==> src/rtl/power_dispatch.sv <==
// Multi-motor power dispatcher: one shared restoring divider, saturated per-motor outputs, tick
// watchdog. Define HAMSTER_PWR_SLEW_EN to add per-tick slew limiting of o_pwr toward its target.
module power_dispatch #(
  parameter int K_NMOT    = 2,
  parameter int K_RES     = 8,
  parameter int K_OUTRES  = 4,
  parameter int K_WDT_RES = 8
) (
  input  logic                        i_clk,
  input  logic                        i_rst_n,
  input  logic                        i_start,
  input  logic [K_RES-1:0]            i_power,
  input  logic [K_NMOT*K_RES-1:0]     i_div,
  input  logic                        i_tick,
  input  logic [K_WDT_RES-1:0]        i_wdt_thr,
  input  logic [K_OUTRES-1:0]         i_slew_step,
  output logic [K_NMOT*K_OUTRES-1:0]  o_pwr,
  output logic [K_NMOT-1:0]           o_valid,
  output logic [K_NMOT-1:0]           o_dbz,
  output logic                        o_busy,
  output logic                        o_timeout
);
  localparam int IDXW = (K_NMOT > 1) ? $clog2(K_NMOT) : 1;
  localparam int BITW = (K_RES > 1) ? $clog2(K_RES) : 1;
  localparam logic [IDXW-1:0]     LAST_IDX = IDXW'(K_NMOT - 1);
  localparam logic [BITW-1:0]     LAST_BIT = BITW'(K_RES - 1);
  localparam logic [K_OUTRES-1:0] OUT_MAX  = '1;

  typedef enum logic [1:0] {StIdle, StDiv, StStore} state_e;

  state_e r_state, w_state_next;

  logic [K_RES-1:0]        r_pwr_snap, r_pend_pwr;
  logic [K_NMOT*K_RES-1:0] r_div_snap, r_pend_div;
  logic                    r_pend;
  logic [IDXW-1:0]         r_idx;
  logic [BITW-1:0]         r_bit;
  logic [K_RES-1:0]        r_num, r_rem;
  logic [K_RES-2:0]        r_quo;
  logic [K_WDT_RES-1:0]    r_wdt;
  logic                    r_timeout;
  logic [K_OUTRES-1:0]     r_pwr [K_NMOT];
  logic [K_NMOT-1:0]       r_valid, r_dbz;

  logic [K_RES-1:0]     w_div_arr [K_NMOT];
  logic [K_RES-1:0]     w_div_cur, w_rem_sub, w_quo_full;
  logic [K_RES:0]       w_trial;
  logic                 w_ge, w_dbz, w_sat;
  logic [K_OUTRES-1:0]  w_q_out;
  logic                 w_seq_start, w_next_motor, w_store, w_store_ok, w_expire;
  logic [K_WDT_RES-1:0] w_wdt_inc;

  always_comb begin
    w_div_arr = '{default: '0};
    for (int m = 0; m < K_NMOT; m++) w_div_arr[m] = r_div_snap[m*K_RES +: K_RES];
  end

  // One restoring step: shift in the next dividend bit, subtract if it fits.
  assign w_div_cur  = w_div_arr[r_idx];
  assign w_trial    = {r_rem, r_num[K_RES-1]};
  assign w_ge       = (w_trial >= {1'b0, w_div_cur});
  assign w_rem_sub  = w_trial[K_RES-1:0] - w_div_cur;
  assign w_quo_full = {r_quo, w_ge};
  assign w_sat      = |(w_quo_full >> K_OUTRES);
  assign w_q_out    = w_sat ? OUT_MAX : w_quo_full[K_OUTRES-1:0];
  assign w_dbz      = (w_div_cur == '0);

  assign w_seq_start  = ((r_state == StIdle) && i_start) ||
                        ((r_state == StStore) && (r_idx == LAST_IDX) && (r_pend || i_start));
  assign w_next_motor = (r_state == StStore) && (r_idx != LAST_IDX);
  assign w_store      = (r_state == StDiv) && (r_bit == LAST_BIT);
  assign w_store_ok   = w_store && !r_timeout;

  assign w_wdt_inc = r_wdt + 1'b1;
  assign w_expire  = i_tick && !i_start && (i_wdt_thr != '0) && (r_wdt < i_wdt_thr) &&
                     (w_wdt_inc == i_wdt_thr);

  always_ff @(posedge i_clk or negedge i_rst_n) begin
    if (!i_rst_n) r_state <= StIdle;
    else          r_state <= w_state_next;
  end

  always_comb begin
    w_state_next = r_state;
    unique case (r_state)
      StIdle:  if (i_start) w_state_next = StDiv;
      StDiv:   if (r_bit == LAST_BIT) w_state_next = StStore;
      StStore: w_state_next = (w_seq_start || w_next_motor) ? StDiv : StIdle;
      default: w_state_next = StIdle;
    endcase
  end

  always_ff @(posedge i_clk or negedge i_rst_n) begin
    if (!i_rst_n) begin
      r_pwr_snap <= '0;
      r_div_snap <= '0;
      r_pend_pwr <= '0;
      r_pend_div <= '0;
      r_pend     <= 1'b0;
      r_idx      <= '0;
      r_bit      <= '0;
      r_num      <= '0;
      r_rem      <= '0;
      r_quo      <= '0;
    end else begin
      if (w_seq_start) begin
        // A start in the final STORE is newer than any pending snapshot.
        r_pwr_snap <= i_start ? i_power : r_pend_pwr;
        r_div_snap <= i_start ? i_div : r_pend_div;
        r_num      <= i_start ? i_power : r_pend_pwr;
        r_idx      <= '0;
        r_bit      <= '0;
        r_rem      <= '0;
        r_quo      <= '0;
      end else if (w_next_motor) begin
        r_num <= r_pwr_snap;
        r_idx <= r_idx + 1'b1;
        r_bit <= '0;
        r_rem <= '0;
        r_quo <= '0;
      end else if (r_state == StDiv) begin
        r_num <= {r_num[K_RES-2:0], 1'b0};
        r_rem <= w_ge ? w_rem_sub : w_trial[K_RES-1:0];
        r_quo <= w_quo_full[K_RES-2:0];
        r_bit <= r_bit + 1'b1;
      end

      if (w_seq_start) begin
        r_pend <= 1'b0;
      end else if (i_start) begin
        r_pend     <= 1'b1;
        r_pend_pwr <= i_power;
        r_pend_div <= i_div;
      end
    end
  end

  always_ff @(posedge i_clk or negedge i_rst_n) begin
    if (!i_rst_n) begin
      r_wdt     <= '0;
      r_timeout <= 1'b0;
    end else if (i_start) begin
      r_wdt     <= '0;
      r_timeout <= 1'b0;
    end else if (i_tick && (i_wdt_thr != '0) && (r_wdt < i_wdt_thr)) begin
      r_wdt <= w_wdt_inc;
      if (w_expire) r_timeout <= 1'b1;
    end
  end

`ifdef HAMSTER_PWR_SLEW_EN
  logic [K_OUTRES-1:0] r_target [K_NMOT];
  logic [K_OUTRES-1:0] w_slew   [K_NMOT];

  function automatic logic [K_OUTRES-1:0] slew_to(input logic [K_OUTRES-1:0] cur,
                                                  input logic [K_OUTRES-1:0] tgt,
                                                  input logic [K_OUTRES-1:0] step);
    if (tgt > cur)      return ((tgt - cur) > step) ? cur + step : tgt;
    else if (tgt < cur) return ((cur - tgt) > step) ? cur - step : tgt;
    else                return cur;
  endfunction

  always_comb begin
    w_slew = '{default: '0};
    for (int m = 0; m < K_NMOT; m++) w_slew[m] = slew_to(r_pwr[m], r_target[m], i_slew_step);
  end
`else
  logic w_unused_slew;
  assign w_unused_slew = ^i_slew_step;
`endif

  always_ff @(posedge i_clk or negedge i_rst_n) begin
    if (!i_rst_n) begin
      for (int m = 0; m < K_NMOT; m++) begin
        r_pwr[m] <= '0;
`ifdef HAMSTER_PWR_SLEW_EN
        r_target[m] <= '0;
`endif
      end
      r_valid <= '0;
      r_dbz   <= '0;
    end else begin
      r_valid <= '0;
      if (w_expire) begin
        for (int m = 0; m < K_NMOT; m++) begin
          if (r_pwr[m] != '0) r_valid[m] <= 1'b1;
          r_pwr[m] <= '0;
`ifdef HAMSTER_PWR_SLEW_EN
          r_target[m] <= '0;
`endif
        end
      end else begin
`ifdef HAMSTER_PWR_SLEW_EN
        if (i_tick) begin
          for (int m = 0; m < K_NMOT; m++) begin
            if (w_slew[m] != r_pwr[m]) begin
              r_pwr[m]   <= w_slew[m];
              r_valid[m] <= 1'b1;
            end
          end
        end
        if (w_store_ok) begin
          r_target[r_idx] <= w_q_out;
          r_dbz[r_idx]    <= w_dbz;
          if (i_slew_step == '0) begin
            r_pwr[r_idx]   <= w_q_out;
            r_valid[r_idx] <= 1'b1;
          end
        end
`else
        if (w_store_ok) begin
          r_pwr[r_idx]   <= w_q_out;
          r_valid[r_idx] <= 1'b1;
          r_dbz[r_idx]   <= w_dbz;
        end
`endif
      end
    end
  end

  always_comb begin
    o_pwr = '0;
    for (int m = 0; m < K_NMOT; m++) o_pwr[m*K_OUTRES +: K_OUTRES] = r_pwr[m];
  end

  assign o_valid   = r_valid;
  assign o_dbz     = r_dbz;
  assign o_busy    = (r_state != StIdle);
  assign o_timeout = r_timeout;

endmodule

==> config.mk <==
export PLATFORM = sky130hd
export DESIGN_NAME = power_dispatch
export DESIGN_NICKNAME = d
export VERILOG_FILES = /design/src/rtl/power_dispatch.sv
export SDC_FILE = /design/constraint.sdc
export NUM_CORES = 1
export LEC_CHECK = 0
export BUFFER_PORTS_ARGS = -buffer_cell sky130_fd_sc_hd__buf_2
export CORE_ASPECT_RATIO = 0.9
export CORE_MARGIN = 4
export CORE_UTILIZATION = 59
export DETAILED_ROUTE_END_ITERATION = 16
export PLACE_DENSITY = 0.8
export SLEW_MARGIN = 20
export SYNTH_ARGS = -nofsm -noshare
export SYNTH_HDL_FRONTEND = slang
export SYNTH_SLANG_ARGS = --single-unit
==> constraint.sdc <==
create_clock -name i_clk -period 3.8 [get_ports i_clk]
set_clock_uncertainty 0.15 [all_clocks]
set_input_delay 0.76 -clock i_clk [delete_from_list [all_inputs] [get_ports i_clk]]
set_output_delay 0.76 -clock i_clk [all_outputs]
set_load 0.1 [all_outputs]
# ---- Word level (Yosys, flattened, before mapping)
# Index checks and enable logic that the tools add are counted.
dict set report totals {
  regBits 99
  input_bits 40
  out_inout_bits 14
  wordCells 115
}
dict set report classes {
  n_addsub 4
  order_cmp 6
  n_eq_ne 6
  n_mux 44
  n_bitwise 3
  reduce_logical 35
}
# op n
set op_table {}
lappend op_table {{2-to-1 mux 8 bit} 15}
lappend op_table {{2-to-1 mux 7 bit} 3}
lappend op_table {{2-to-1 mux 16 bit} 1}
lappend op_table {{logical AND 1 bit} 14}
lappend op_table {{nonzero test 2 bit} 6}
lappend op_table {{2-to-1 mux 1 bit} 11}
lappend op_table {{greater-or-equal comparator 9 x 8 -> 1 bit} 1}
lappend op_table {{2-to-1 mux 3 bit} 3}
lappend op_table {{adder 8 x 1 -> 8 bit (second input constant)} 1}
lappend op_table {{bitwise mux 8 bit} 1}
lappend op_table {{== test 8 bit} 1}
lappend op_table {{logical NOT 8 bit} 1}
lappend op_table {{less-than comparator 8 bit} 1}
lappend op_table {{2-to-1 mux 2 bit} 4}
lappend op_table {{2-to-1 mux 4 bit} 2}
lappend op_table {{nonzero test 4 bit} 2}
lappend op_table {{nonzero test 8 bit} 1}
lappend op_table {{subtractor 8 bit} 1}
lappend op_table {{case mux 2 bit (3 select lines)} 1}
lappend op_table {{AND reduction 2 bit} 3}
lappend op_table {{demux 4 bit (select 1 bit)} 1}
lappend op_table {{OR reduction 4 bit} 1}
lappend op_table {{adder 3 x 1 -> 3 bit (second input constant)} 1}
lappend op_table {{== test 3 bit (second input constant)} 1}
lappend op_table {{other kinds (17)} 21}

# ---- Longest topological paths before layout
# Gate-level depths: netlist of run 1.
dict set report logic_depth {
  ltp_word 9
  ltp_mapped 11
}

# ---- Least setup slack after synthesis of run 1
# OpenSTA, ideal clock, no wires.
dict set report synth_path {
  path_kind {input to register}
  startpoint {in i_wdt_thr[6]}
  endpoint {reg r_dbz[0] (netlist: o_dbz[0])}
  setup_ns 0.128
  arrival_ns 2.453
  t_required_ns 3.522
  setup_slack_ns 1.069
  path_stages 7
  n_path_buf 0
  path_cell_list {inv_1 > ha_1 > a21o_1 > a221oi_4 > nand2_4 > o31ai_1 > mux2_1}
}
dict set report synth_via {
  elab_chain_len 6
  word_cells_on_any_way 8
  classes_between {order compare (1); eq/ne (1); bitwise (1); reduce/logical (5)}
}
# item line_no
set synth_lines {}
lappend synth_lines {{start: declaration} 15} ;# input logic [K_WDT_RES-1:0] i_wdt_thr,
lappend synth_lines {{branches (longest 3 deep; another with less-than comparator 8 bit)} n/a}
lappend synth_lines {{logical AND 1 bit *} 75} ;# assign w_expire = i_tick && !i_start && (i_wdt_thr != '0) && (r_wdt < i_wdt_thr) &&
lappend synth_lines {{NOT 1 bit (no line) *} n/a}
lappend synth_lines {{AND reduction 2 bit (no line) *} n/a}
lappend synth_lines {{end signal: indexed assignment} 214} ;# r_dbz[r_idx] <= w_dbz;
lappend synth_lines {{end: declaration} 43} ;# logic [K_NMOT-1:0] r_valid, r_dbz;
# Every way passes the cells marked *.
# A chain may end at the register's enable or synchronous reset.

# ---- Final worst setup path of run 1
dict set report layout_path {
  startpoint {reg r_idx}
  endpoint {reg r_rem[0]}
}
dict set report layout_via {
  elab_chain_len 9
  word_cells_on_any_way 16
  classes_between {add/sub (1); order compare (1); mux (7); bitwise (2); reduce/logical (5)}
}
# item line_no
set layout_lines {}
lappend layout_lines {{start: declaration} 36} ;# logic [IDXW-1:0] r_idx;
lappend layout_lines {{start signal: assignment} 117} ;# r_idx <= r_idx + 1'b1;
lappend layout_lines {{NOT 1 -> 2 bit (not written as such)} 59} ;# assign w_div_cur = w_div_arr[r_idx];
lappend layout_lines {{2-to-1 mux 8 bit (not written as such) (3 in series)} 59}
lappend layout_lines {{subtractor 8 bit / greater-or-equal comparator 9 x 8 -> 1 bit (equally long branches)} {62, 61}}
lappend layout_lines {{2-to-1 mux 8 bit} 123} ;# r_rem <= w_ge ? w_rem_sub : w_trial[K_RES-1:0];
lappend layout_lines {{2-to-1 mux 8 bit} 121} ;# end else if (r_state == StDiv) begin
lappend layout_lines {{2-to-1 mux 8 bit} 115} ;# end else if (w_next_motor) begin
lappend layout_lines {{2-to-1 mux 8 bit} 106} ;# if (w_seq_start) begin
lappend layout_lines {{end signal: assignment} 123}
lappend layout_lines {{end: declaration} 38} ;# logic [K_RES-1:0] r_num, r_rem;
# Parallel ways exist; a longest one is shown, timed or not. The select of a mux whose other input is x is not followed.

==> reports/results.ini, run 1 <==
[final_layout]
fillers=665
multi_input_area_mm2=0.002570
seq_area_mm2=0.002477
syn_to_final_growth_pct=9.626
drive_above_1_share_pct=21.81
postLayoutCoreUtil_pct=66.88
fin_cells=660
nets=597
diodes=0

[critical_path]
required_ns=3.90
cp-end-kind=register
crit_fanout=12
startpoint_type=register
crit_type=reg -> reg
crit_arrival_ns=3.19

[clock_network]
clockRootBuffer=clkbuf_8
cts_hold_buf=0
cts_buffers=9
clk_pin_slew_ns=0.10
h-tree-depth=3
cts_tree=done
cts_setup_buffers=0
clk_latency_ns=0.37
cts_sinks=99
clockBufferDepth=2
cts_resized=0

[route]
drt-total-wl_um=9886
drt-initial-drc-count=165
vias_per_cell=5.648
routedWlPerCell_um=14.98
vias=3728
ant_nets=0
drcViolationCount=0
drtPass1Iterations=6

[floorplanning]
die_h_um=97.50
pin_count=54
core_area_mm2=0.008608
rows=32
initial_core_util_pct=61.00
die_w_um=107.4
die-area_mm2=0.01048

[placed_design]
place_inst=645
dp_hpwl_um=7066
place_congestion=0.8535
io_buffers=49

[logic_synthesis]
seq_area_frac_synth_pct=47.18
syn_nets=554
synth-async-reset-ratio_pct=100.0
synth.distinct_cells=60
synth_ff_type=dfrtp_1
syn_area_mm2=0.005251
synth-edff-count=0
yosysWarningCount=0
post_synth.cell_area_avg_um2=10.63
ys_ff_latch=99
netlist_instances=494

[run]
cap_violations=0

[sta]
hold_viol=0
rsz0062_at_grt=no
fmax_mhz=323.9
setup_viol=0
worst_pin_slew_ns=0.8905
tns_ns=0
relSlewSlack_pct=40.31
whs_ns=0.2907
fin_crit_ns=3.088
drv_slew=0
period_share_pct=81.26

[run_status]
outcome=completed

[hold_path]
min_path_type=in -> async

[grt]
grt_max_degree=55
antenna_found_initial=0
grt_usage_pct=20.08
grt_pass1_wl_um=17090
grt_pass1_vias=3696
overflow=0

[pwr]
peakVddDrop_mv=0.4426
p_leak_nw=2.636
p_per_area_mw_per_mm2=790.9

==> kinds of logic (layout without fill, tap and decap cells) <==
family	count (synthesis)	after routing	synth area share, %
compound gates	100	100	14.37
xor+xnor	21	21	3.502
fa+ha+maj	20	20	4.908
buf+inv	40	87	3.883
flops	99	99	47.18
mux	56	56	11.32
simple gates	158	158	14.84
==> cells in the mapped netlist, types with 9 or more instances <==
cell type | number | area, um^2
dfrtp_1 | 99 | 2477
xor2_1 | 11 | 96.34
nor2b_1 | 10 | 62.56
xnor2_1 | 10 | 87.58
nor2_1 | 50 | 187.7
nand3_1 | 11 | 55.05
a211oi_1 | 9 | 67.56
ha_1 | 19 | 237.7
a21o_1 | 9 | 67.56
mux2_2 | 25 | 281.5
buf_2 | 9 | 45.04
nand2_1 | 50 | 187.7
o21ai_0 | 28 | 140.1
a22o_1 | 9 | 78.83
mux2i_1 | 29 | 290.3
inv_1 | 16 | 60.06
a21oi_1 | 9 | 45.04
==> critical path, cell delays in order, from the launching register on <==
cell     delay, ns
dfrtp_1       0.74
mux2i_1       0.39
ha_1          0.31
nor2b_1       0.15
o31a_1        0.27
o21a_1        0.23
o21a_1        0.34
mux2i_1       0.18
a22o_1        0.20
==> final cells by class <==
| class | count | share of cell area, % |
|---|---|---|
| well taps | 119 | 2.586 |
| inverters | 16 | 1.043 |
| multi-input cells | 355 | 44.64 |
| clock buffers | 10 | 2.391 |
| clock inverters | 5 | 1.087 |
| flip-flops and latches | 99 | 43.03 |
| repair buffers | 56 | 5.216 |
==> placed cells by master, fill, tap and decap left out, types with 3 or more instances in the layout <==
cell type | netlist | routed
mux2i_1 | 29 | 29
buf_4 | 3 | 8
buf_2 | 9 | 48
o21a_1 | 3 | 3
mux2_2 | 25 | 25
inv_1 | 16 | 16
xnor2_1 | 10 | 10
nor4_1 | 5 | 5
xor2_1 | 11 | 11
nor2_1 | 50 | 50
or3_1 | 4 | 4
nand2_1 | 50 | 50
clkbuf_8 | 0 | 10
dfrtp_1 | 99 | 99
o21ai_1 | 3 | 3
a21oi_1 | 9 | 9
a211oi_2 | 8 | 8
ha_1 | 19 | 19
nor2b_1 | 10 | 10
nor3_2 | 4 | 4
a21o_1 | 9 | 9
o21ai_0 | 28 | 28
a311oi_1 | 8 | 8
nand3_1 | 11 | 11
a211oi_1 | 9 | 9
nand2b_1 | 3 | 3
a22o_1 | 9 | 9
==> per-stage QoR <==
step | area (um^2) | setup WS, ns | power, mW
floorplan | 5251 | 1.069 | 3.442
global placement | 5557 | 0.7815 | 3.775
detailed placement | 5557 | 0.7530 | 3.874
CTS | 5757 | 0.7239 | 4.571
global route | 5757 | 0.4962 | 4.923
finish | 5757 | 0.7122 | 4.553
==> layer usage <==
layer | track usage [%] | share of wire, %
met1 | 28.43 | 48
met2 | 31.07 | 46
met3 | 4.385 | 4.7
met4 | 6.019 | 1.5
met5 | 0 | 0
==> power by group <==
group          internal, mW  total (mW)  leakage (nW)  switching [mW]
Clock                 0.322       0.682        0.0950           0.360
Sequential             1.43        1.69          1.19           0.257
Combinational         0.885        2.18          1.35            1.30
==> worst paths after layout <==
path | start | end | slack (ns) | depth (start not counted)
worst max-delay path | r_idx | r_rem[0] | 0.71 | 8
worst min-delay path | i_rst_n | r_wdt[6] | 0.29 | 1
worst max register to register | r_idx | r_rem[0] | 0.71 | 8
worst min register to register | r_div_snap[0] | r_div_snap[0] | 0.33 | 2
max in group asynchronous | i_rst_n | o_pwr[1] | 2.44 | 2
min in group i_clk | r_div_snap[0] | r_div_snap[0] | 0.33 | 2
==> flip-flops by register name, summed over array words and instances (netlist names), 3 cells and up <==
name / flops
r_pend_div: 16
r_pend_pwr: 8
r_bit: 3
r_rem: 8
o_pwr: 8
r_num: 8
r_wdt: 8
r_pwr_snap: 8
r_quo: 7
r_div_snap: 16
(Power assumes the default switching activity.)
==> run 2: changes to the inputs <==
==> constraint.sdc (replaced) <==
create_clock -name i_clk -period 3.2 [get_ports i_clk]
set_clock_uncertainty 0.15 [all_clocks]
set_input_delay 0.64 -clock i_clk [delete_from_list [all_inputs] [get_ports i_clk]]
set_output_delay 0.64 -clock i_clk [all_outputs]
set_load 0.1 [all_outputs]
==> run 2 against run 1 <==
Net effect: cell count grew 0.61%; via count increased by 0.89%; clock power rose by 21%; combinational power rose by 20%; register-to-register slack got worse by 0.41 ns; fmax rose by 6.5%; highest routed layer unchanged.
==> reports/results.ini, run 2 (synthesized netlist as in run 1, its figures left out) <==
[run_status]
outcome=completed

[sta]
period_share_pct=90.62  ; +9.4 points
fin_crit_ns=2.900  ; -0.1879 ns
hold_viol=0  ; unchanged
drv_slew=0  ; unchanged
worst_pin_slew_ns=0.6204  ; -0.2701 ns
fmax_mhz=344.8  ; +6.5%
rsz0062_at_grt=no
setup_viol=0  ; unchanged
relSlewSlack_pct=58.49  ; +18 points
tns_ns=0  ; unchanged

[grt]
grt_pass1_vias=3805  ; +2.9%
overflow=0  ; unchanged
grt_usage_pct=20.60  ; +0.52 points
use_met2_pct=32.71  ; +1.6 points
antenna_found_initial=0  ; unchanged
grtUsageMet3_pct=4.186  ; -0.20 points
grt_pass1_wl_um=17710  ; +3.6%
grt_use_met1_pct=28.98  ; +0.55 points
grt_busiest_layer=met2
grt_max_degree=49  ; -11%

[pwr]
peakVddDrop_mv=0.5020  ; +13%
p_per_area_mw_per_mm2=937.6  ; +19%
p_leak_nw=2.667  ; +1.2%
finalPower_mw=5.441  ; +20%

[route]
drtPass1Iterations=4  ; -2
vias_per_cell=5.664  ; +0.28%
ant_nets=0  ; unchanged
drt-initial-drc-count=194  ; +18%
drcViolationCount=0  ; unchanged
vias=3761  ; +0.89%
drt-total-wl_um=10100  ; +2.2%
routedWlPerCell_um=15.21  ; +1.6%

[final_layout]
fillers=696  ; +4.7%
nets=600  ; +0.50%
final_common_cell=dfrtp_1
diodes=0  ; unchanged
syn_to_final_growth_pct=10.51
drive_above_1_share_pct=22.39  ; +0.57 points
final_cell_mix=dfrtp_1 (99), nor2_1 (50), nand2_1 (50)
largestRegisters=r_div_snap x16, r_pend_div x16

[clock_network]
clk_latency_ns=0.35  ; -0.02 ns
cts_tree=done
clockRootBuffer=clkbuf_8
cts_sinks=99  ; unchanged
cts_hold_buf=0  ; unchanged
cts_resized=0  ; unchanged
h-tree-depth=3  ; unchanged
cts_buffers=9  ; unchanged
clk_pin_slew_ns=0.10  ; about the same
clockBufferDepth=2  ; unchanged
cts_setup_buffers=0  ; unchanged

[floorplanning]
rows=32  ; unchanged
initial_core_util_pct=61.00  ; unchanged
die-area_mm2=0.01048  ; unchanged
die_h_um=97.50  ; unchanged
pin_count=54  ; unchanged
core_area_mm2=0.008608  ; unchanged
die_w_um=107.4  ; unchanged

[critical_path]
crit_fanout=9  ; -3
required_ns=3.30  ; -0.60 ns
crit_type=reg -> reg
crit_arrival_ns=3.00  ; -0.19 ns
startpoint_type=register
cp-end-kind=register

[hold_path]
min_path_type=in -> async

[run]
cap_violations=0  ; unchanged

[placed_design]
dp_hpwl_um=7332  ; +3.8%
place_congestion=0.8684  ; +1.7%
io_buffers=49  ; unchanged

==> run 2: per-stage QoR <==
stage	utilization, %	worst slack [ns]	area (um^2)	instances	hold slack (ns)
2_1_floorplan	-	0.5289	5251	494	0.1944
3_3_place_gp	64.96	0.3488	5592	648	0.3104
3_5_place_dp	64.96	0.2832	5592	648	0.3158
4_1_cts	67.41	0.2997	5803	664	0.1127
5_1_grt	67.41	0.07199	5803	664	0.1260
6_report	67.41	0.3001	5803	664	0.1033
==> run 2: power breakdown <==
group          internal (mW)  switching, mW  leakage [nW]
clock                  0.407          0.417         0.106
combinational           1.06           1.56          1.37
sequential              1.70          0.290          1.19
total                   3.17           2.27          2.67
==> run 2: path summary, 6_finish.rpt <==
check	from	endpoint	slack, ns	depth (start not counted)
setup / recovery	r_idx	r_rem[0]	0.30	9
hold / removal	i_rst_n	o_dbz[1]	0.10	1
setup reg to reg	r_idx	r_rem[0]	0.30	9
hold reg to reg	r_num[1]	r_num[1]	0.34	1
max in group asynchronous	i_rst_n	o_valid[1]	2.08	2
min in group i_clk	r_num[1]	r_num[1]	0.34	1
==> run 2: final cells by class <==
cell class	count	area [um^2]	share of cell area, %
multi-input cells	355	2570	44.29
inverters	16	60.06	1.035
clock buffers	11	151.4	2.609
well taps	119	148.9	2.566
flip-flops and latches	99	2477	42.69
repair buffers	59	335.3	5.778
clock inverters	5	60.06	1.035
==> run 2: critical path, cell delays in order, from the launching register on <==
cell     delay [ns]
dfrtp_1        0.53
buf_4          0.24
mux2i_1        0.26
ha_1           0.33
o21a_1         0.20
o31a_1         0.13
o21a_1         0.22
o21a_1         0.35
mux2i_1        0.18
a22o_1         0.19
==> run 2: per-layer routing <==
layer | wire length (um) | share of wire, %
met5 | 0 | 0
met4 | 116 | 1.1
met3 | 431 | 4.3
met2 | 4896 | 48
met1 | 4658 | 46
